--- config.mk ---
export PLATFORM = sky130hd
export DESIGN_NAME = ysyx_22041211_ifu_fetch
export DESIGN_NICKNAME = d
export VERILOG_FILES = /design/src/rtl/ysyx_22041211_ifu_pkg.sv /design/src/rtl/ysyx_22041211_ifu_pc_reg.sv /design/src/rtl/ysyx_22041211_ifu_fetch.sv
export SDC_FILE = /design/constraint.sdc
export NUM_CORES = 1
export LEC_CHECK = 0
export CAP_MARGIN = 20
export CORE_ASPECT_RATIO = 1.4
export CORE_MARGIN = 2
export CORE_UTILIZATION = 42
export DETAILED_ROUTE_END_ITERATION = 8
export PLACE_DENSITY = 0.79
export SYNTH_ARGS = -nofsm -noshare
export SYNTH_HDL_FRONTEND = slang
export SYNTH_SLANG_ARGS = --single-unit
--- constraint.sdc ---
create_clock -name clk -period 2 [get_ports clk]
set_input_delay 0.2 -clock clk [delete_from_list [all_inputs] [get_ports clk]]
set_output_delay 0.2 -clock clk [all_outputs]
set_load 0.02 [all_outputs]
--- src/rtl/ysyx_22041211_ifu_pkg.sv ---
// Shared types and constants for the instruction-fetch front end.
package ysyx_22041211_ifu_pkg;

    // REQ: request driven. WAIT: response outstanding. HOLD: instruction presented to IDU.
    typedef enum logic [1:0] {
        REQ  = 2'd0,
        WAIT = 2'd1,
        HOLD = 2'd2
    } ifu_state_e;

    localparam logic [31:0] RESET_PC_DEFAULT = 32'h8000_0000;
    localparam int unsigned PC_STEP          = 4;

    // Instruction fetch targets must be word aligned.
    function automatic logic is_misaligned(input logic [1:0] lsb);
        return lsb != 2'b00;
    endfunction

endpackage

--- src/rtl/ysyx_22041211_ifu_pc_reg.sv ---
// Architectural PC register: reset value, redirect target, or sequential step.
module ysyx_22041211_ifu_pc_reg
    import ysyx_22041211_ifu_pkg::*;
#(
    parameter int unsigned          DATA_LEN = 32,
    parameter logic [DATA_LEN-1:0]  RESET_PC = RESET_PC_DEFAULT
) (
    input  logic                clk,
    input  logic                rst,
    input  logic                redirect_i,
    input  logic [DATA_LEN-1:0] redirect_pc_i,
    input  logic                advance_i,
    output logic [DATA_LEN-1:0] pc_o
);

    logic [DATA_LEN-1:0] pc_q;
    logic [DATA_LEN-1:0] pc_d;

    // Redirect wins over the sequential step; the add wraps modulo 2^DATA_LEN.
    always_comb begin
        pc_d = pc_q;
        if (redirect_i) begin
            pc_d = redirect_pc_i;
        end else if (advance_i) begin
            pc_d = pc_q + DATA_LEN'(PC_STEP);
        end
    end

    // PC storage with synchronous reset.
    always_ff @(posedge clk) begin
        if (rst) begin
            pc_q <= RESET_PC;
        end else begin
            pc_q <= pc_d;
        end
    end

    assign pc_o = pc_q;

endmodule

--- src/rtl/ysyx_22041211_ifu_fetch.sv ---
// Instruction-fetch front end: one outstanding imem request, response captured
// and held for IDU. Optional performance counters are built when the macro
// IFU_PERF_CNT_EN is defined.
//
// Handshakes: a transfer happens on a rising edge where valid && ready are both
// high; valid does not depend on ready, and payload is stable while valid waits.
// The imem address may change before acceptance (redirect in REQ).
module ysyx_22041211_ifu_fetch
    import ysyx_22041211_ifu_pkg::*;
#(
    parameter int unsigned          DATA_LEN = 32,
    parameter logic [DATA_LEN-1:0]  RESET_PC = RESET_PC_DEFAULT
) (
    input  logic                clk,
    input  logic                rst,
    output logic                imem_req_valid,
    input  logic                imem_req_ready,
    output logic [DATA_LEN-1:0] imem_req_addr,
    input  logic                imem_resp_valid,
    input  logic [DATA_LEN-1:0] imem_resp_data,
    input  logic                imem_resp_err,
    input  logic                redirect_valid,
    input  logic [DATA_LEN-1:0] redirect_pc,
    output logic                inst_valid,
    input  logic                inst_ready,
    output logic [DATA_LEN-1:0] inst,
    output logic [DATA_LEN-1:0] inst_pc,
    output logic                fetch_fault,
`ifdef IFU_PERF_CNT_EN
    output logic [63:0]         perf_fetch_cnt,
    output logic [63:0]         perf_stall_cnt,
`endif
    output ifu_state_e          dbg_state_o
);

    ifu_state_e          state_q;
    logic                drop_q;
    logic [DATA_LEN-1:0] inst_q;
    logic [DATA_LEN-1:0] inst_pc_q;
    logic                fault_q;
    logic [DATA_LEN-1:0] pc;
    logic [DATA_LEN-1:0] target;
    logic                advance;

    // Sequential step only on an accepted instruction; redirect priority is inside pc_reg.
    assign advance = (state_q == HOLD) && inst_ready && !rst;

    ysyx_22041211_ifu_pc_reg #(
        .DATA_LEN (DATA_LEN),
        .RESET_PC (RESET_PC)
    ) u_pc_reg (
        .clk           (clk),
        .rst           (rst),
        .redirect_i    (redirect_valid),
        .redirect_pc_i (redirect_pc),
        .advance_i     (advance),
        .pc_o          (pc)
    );

    // Where a dropped response leaves us: the redirect arriving now, or the one already latched in pc.
    assign target = redirect_valid ? redirect_pc : pc;

    // Fetch FSM with registered instruction payload; misaligned targets become a held fault.
    always_ff @(posedge clk) begin
        if (rst) begin
            state_q   <= REQ;
            drop_q    <= 1'b0;
            inst_q    <= '0;
            inst_pc_q <= '0;
            fault_q   <= 1'b0;
        end else begin
            case (state_q)
                REQ: begin
                    if (redirect_valid && is_misaligned(redirect_pc[1:0]) && !imem_req_ready) begin
                        state_q   <= HOLD;
                        inst_q    <= '0;
                        inst_pc_q <= redirect_pc;
                        fault_q   <= 1'b1;
                    end else if (imem_req_ready) begin
                        state_q <= WAIT;
                        drop_q  <= redirect_valid;
                    end
                end
                WAIT: begin
                    if (imem_resp_valid) begin
                        drop_q <= 1'b0;
                        if (drop_q || redirect_valid) begin
                            if (is_misaligned(target[1:0])) begin
                                state_q   <= HOLD;
                                inst_q    <= '0;
                                inst_pc_q <= target;
                                fault_q   <= 1'b1;
                            end else begin
                                state_q <= REQ;
                            end
                        end else begin
                            state_q   <= HOLD;
                            inst_q    <= imem_resp_data;
                            inst_pc_q <= pc;
                            fault_q   <= imem_resp_err;
                        end
                    end else if (redirect_valid) begin
                        drop_q <= 1'b1;
                    end
                end
                HOLD: begin
                    if (redirect_valid) begin
                        if (is_misaligned(redirect_pc[1:0])) begin
                            inst_q    <= '0;
                            inst_pc_q <= redirect_pc;
                            fault_q   <= 1'b1;
                        end else begin
                            state_q <= REQ;
                        end
                    end else if (inst_ready) begin
                        state_q <= REQ;
                    end
                end
                default: state_q <= REQ;
            endcase
        end
    end

    assign imem_req_valid = !rst && (state_q == REQ);
    assign imem_req_addr  = pc;
    assign inst_valid     = !rst && (state_q == HOLD);
    assign inst           = rst ? '0 : inst_q;
    assign inst_pc        = rst ? '0 : inst_pc_q;
    assign fetch_fault    = !rst && fault_q;
    assign dbg_state_o    = state_q;

    // Responses are only legal while one is outstanding.
    a_resp_only_in_wait: assert property (
        @(posedge clk) disable iff (rst) imem_resp_valid |-> (state_q == WAIT)
    );

`ifdef IFU_PERF_CNT_EN
    logic [63:0] fetch_cnt_q;
    logic [63:0] stall_cnt_q;

    // Count delivered instructions and cycles spent waiting on memory.
    always_ff @(posedge clk) begin
        if (rst) begin
            fetch_cnt_q <= '0;
            stall_cnt_q <= '0;
        end else begin
            if (inst_valid && inst_ready) begin
                fetch_cnt_q <= fetch_cnt_q + 64'd1;
            end
            if (((state_q == REQ) && !imem_req_ready) || ((state_q == WAIT) && !imem_resp_valid)) begin
                stall_cnt_q <= stall_cnt_q + 64'd1;
            end
        end
    end

    assign perf_fetch_cnt = fetch_cnt_q;
    assign perf_stall_cnt = stall_cnt_q;
`endif

endmodule

==> impl_metrics.env <==
export IMPL_run_status="completed"
export IMPL_worstHoldEndpoint="u_pc_reg.pc_o[21]"
export IMPL_areaGrowthSynthToFinish_pct=49.0
export IMPL_yosysWarningCount=0
export IMPL_drc_errors=0
export IMPL_min_delay_path_depth=2
export IMPL_critPathKind="register to register"
export IMPL_seqCellArea_um2=2020
export IMPL_cap_violations=0
export IMPL_total_power_mw=5.00
export IMPL_grt_use_total=0.226
export IMPL_timing_rr_start="u_pc_reg.pc_o[12]"
export IMPL_synth_area_top_cells="sky130_fd_sc_hd__dfxtp_1, sky130_fd_sc_hd__nor2b_1, sky130_fd_sc_hd__nand2_1"
export IMPL_peak_freq_mhz=518
export IMPL_synth_avg_cell_area_um2=8.40
export IMPL_r2r_worst_path_cells=5
export IMPL_worst_endpoint_arrival_ns=2.18
export IMPL_period_needed_ns=1.93
export IMPL_timing_hold_worst_start="rst"
export IMPL_row_count=47
export IMPL_finalClockSkew_ns=0.00798
export IMPL_cp_max_fo=8
export IMPL_detail_route_wl_per_cell_um=16.2
export IMPL_finalNetCount=859
export IMPL_dominantRegCellSynth="sky130_fd_sc_hd__dfxtp_1"
export IMPL_io_buffer_count=171
export IMPL_tightest_hold_check_type="input pin to register"
export IMPL_cell_with_the_most_instances_after_synthesis="sky130_fd_sc_hd__dfxtp_1"
export IMPL_post_place_ws_ns=-0.159
export IMPL_synthesis_instances=606
export IMPL_ys_async_sr_fraction=0
export IMPL_core_area_um2=11800
export IMPL_total_switching_power_mw=1.38
export IMPL_remaining_antenna_violation_count_after_routing=0
export IMPL_required_ns=2.25
export IMPL_diodes=0
export IMPL_ioPinCount=172
export IMPL_multi_input_comb_area_um2=2900
export IMPL_placed_cell_area_um2=7240
export IMPL_finalWirelength_mm=15.2
export IMPL_combinational_share_of_power=0.214
export IMPL_fill_cells=980
export IMPL_syn_area_um2=5090
export IMPL_post_dp_hpwl_mm=11.0
export IMPL_cts_tree="yes"
export IMPL_drt_iter0_markers=173
export IMPL_p_leak_nw=3.14
export IMPL_synth_sequential_area_ratio=0.393
export IMPL_mappedNetlistNets=678
export IMPL_cellPowerDensity_nw_per_um2=659
export IMPL_timing_rr_end="u_pc_reg.pc_o[25]"
export IMPL_largest_net_degree_at_the_start_of_global_routing=56
export IMPL_post_route_cells_drive_above_1_share=0.159
export IMPL_design_area_um2=7580
export IMPL_synth_ff_latch_count=100
export IMPL_sequentialPowerShare=0.438
export IMPL_clock_tree_htree_level_count=3
export IMPL_grt_ovfl_total=0
export IMPL_grt_antenna_before_repair=0
export IMPL_synth_enable_flop_cells=0
export IMPL_viasPerCell=5.33
export IMPL_power_clock_fraction=0.348
export IMPL_synthDominantCellAreaShare=0.393
export IMPL_cts_inserted_buffers=9
export IMPL_floorplan_die_width_um=97.0
export IMPL_final_max_slew_viol_count=0
export IMPL_sw_frac_of_total=0.276
export IMPL_register_clock_pin_slew_on_the_reported_worst_setup_and_hold_paths_ns=0.07
export IMPL_grt_pass1_wl_mm=24.2
export IMPL_setup_worst_path_start_class="register"
export IMPL_worst_slack_ns=0.0706
export IMPL_timing_hold_violations_final=0
export IMPL_yosys_cell_types_count=50
export IMPL_floorplan_die_area_um2=13000
export IMPL_clock_sinks=100
export IMPL_setup_violations_final=0
export IMPL_cts_root_buffer_cell="sky130_fd_sc_hd__clkbuf_16"
export IMPL_drt_pass1_iter_count=5
export IMPL_die_height_um=134
export IMPL_timing_worst_slew_pin_value_ns=0.442
export IMPL_clock_tree_buffer_depth=2
export IMPL_worst_setup_path_end_kind="register"
export IMPL_floorplan_initialDensity=0.431
export IMPL_place_congestion=0.814
export IMPL_clock_insertion_delay_worst_skew_ns=0.35
export IMPL_slew_headroom=0.705
export IMPL_p_int_mw=3.61
export IMPL_worst_ir_drop_vdd_v=0.000416
export IMPL_synth_top_cells_by_count="sky130_fd_sc_hd__dfxtp_1, sky130_fd_sc_hd__nand2_1, sky130_fd_sc_hd__nor2b_1, sky130_fd_sc_hd__a21oi_1, sky130_fd_sc_hd__and3_1"
export IMPL_synth_top_area_cell="sky130_fd_sc_hd__dfxtp_1"
export IMPL_grt_pass1_vias=4996
export IMPL_route_vias_total=4995
export IMPL_min_period_over_period=0.965
export IMPL_timing_reg2reg_setup_slack_ns=0.07
-- cells in the final DEF, fill, tap and decap left out, types with 3 or more instances in the layout --
cell type / count
sky130_fd_sc_hd__nor3_2: 3
sky130_fd_sc_hd__o21ai_0: 8
sky130_fd_sc_hd__o22ai_1: 3
sky130_fd_sc_hd__mux2_2: 30
sky130_fd_sc_hd__nand3_1: 8
sky130_fd_sc_hd__nor2b_1: 67
sky130_fd_sc_hd__inv_1: 4
sky130_fd_sc_hd__a311oi_1: 5
sky130_fd_sc_hd__xnor2_1: 23
sky130_fd_sc_hd__clkbuf_16: 9
sky130_fd_sc_hd__nand2_1: 94
sky130_fd_sc_hd__or3_1: 4
sky130_fd_sc_hd__nand4_1: 5
sky130_fd_sc_hd__buf_12: 9
sky130_fd_sc_hd__a21o_1: 32
sky130_fd_sc_hd__clkdlybuf4s50_1: 169
sky130_fd_sc_hd__a21oi_1: 46
sky130_fd_sc_hd__dfxtp_2: 8
sky130_fd_sc_hd__dfxtp_1: 91
sky130_fd_sc_hd__mux2i_1: 3
sky130_fd_sc_hd__nor2_1: 28
sky130_fd_sc_hd__buf_4: 38
sky130_fd_sc_hd__nor3_1: 13
sky130_fd_sc_hd__and3_1: 35
sky130_fd_sc_hd__a211oi_1: 13
sky130_fd_sc_hd__nor4_2: 3
-- power by group through the flow --
stage | sequential (mW) | combinational, mW | clock, mW
final | 2.19 | 1.07 | 1.74
after global routing | 2.20 | 1.15 | 1.86
after CTS | 2.19 | 1.07 | 1.77
after detailed placement | 2.23 | 1.06 | 0
after global placement | 2.23 | 1.04 | 0
after floorplan | 2.27 | 0.485 | 0
-- metal layers --
layer / vias up / wire length, µm / GRT usage
li1: 2443 / - / -
met1: 2346 / 5920 / 0.250
met2: 175 / 7820 / 0.408
met3: 31 / 1060 / 0.0662
met4: 0 / 374 / 0.0853
met5: - / 0 / 0
-- worst max-delay path, stage by stage (launching register included) --
cell and delay (ns):
sky130_fd_sc_hd__dfxtp_4 0.39, sky130_fd_sc_hd__nand4_4 0.11, sky130_fd_sc_hd__or4_4 0.56, sky130_fd_sc_hd__nor4_1 0.40
sky130_fd_sc_hd__xnor2_1 0.11, sky130_fd_sc_hd__a211oi_1 0.27
-- timing repair --
action,4_1_cts,5_1_grt
buffers inserted,0,1
gates resized for setup,1,10
endpoints found under the setup margin,11,10
hold buffers,0,0
pin swaps,0,2
-- registers in the layout (all words and copies together), names as in the netlist --
signal and count:
inst_pc_q 32, u_pc_reg.pc_o 32, fault_q 1, drop_q 1, inst_q 32, dbg_state_o 2
-- kinds of logic (layout without fill, tap and decap cells) --
family,Yosys count,in the layout,synth area share
DFF,100,100,0.393
AOI/OAI and AO/OA,115,115,0.146
muxes,33,33,0.0723
and+or+nand+nor,281,281,0.296
xor gates and xnor gates,24,24,0.0413
buffers and inverters,52,237,0.0482
adders and majority gates,1,1,0.00246
-- worst max-delay path by stage --
stage                                 start           endpoint  cells past startpoint
final                     u_pc_reg.pc_o[12]  u_pc_reg.pc_o[25]                      5
after global routing      u_pc_reg.pc_o[12]  u_pc_reg.pc_o[26]                      6
after CTS                 u_pc_reg.pc_o[16]  u_pc_reg.pc_o[28]                      6
after detailed placement     redirect_valid       inst_pc_q[9]                      8
after global placement           inst_ready  u_pc_reg.pc_o[20]                      7
after floorplan           u_pc_reg.pc_o[16]  u_pc_reg.pc_o[21]                      5
-- cell type report --
type,instances,area share
clock buffers,10,0.0302
clock inverters,5,0.00825
inverters,5,0.00247
multi-input cells,454,0.383
flip-flops and latches,100,0.266
well taps,147,0.0243
repair buffers,217,0.286
-- metrics by stage --
stage	hold slack (ns)	TNS, ns	util	std cells
4_1_cts	0.169	0	0.638	937
3_3_place_gp	0.436	-4.33	0.613	922
6_report	0.169	0	0.642	938
2_1_floorplan	0.337	0	-	606
5_1_grt	0.179	-0.0104	0.642	938
3_5_place_dp	0.441	-7.08	0.613	922
Power figures use the tool's default switching activity.
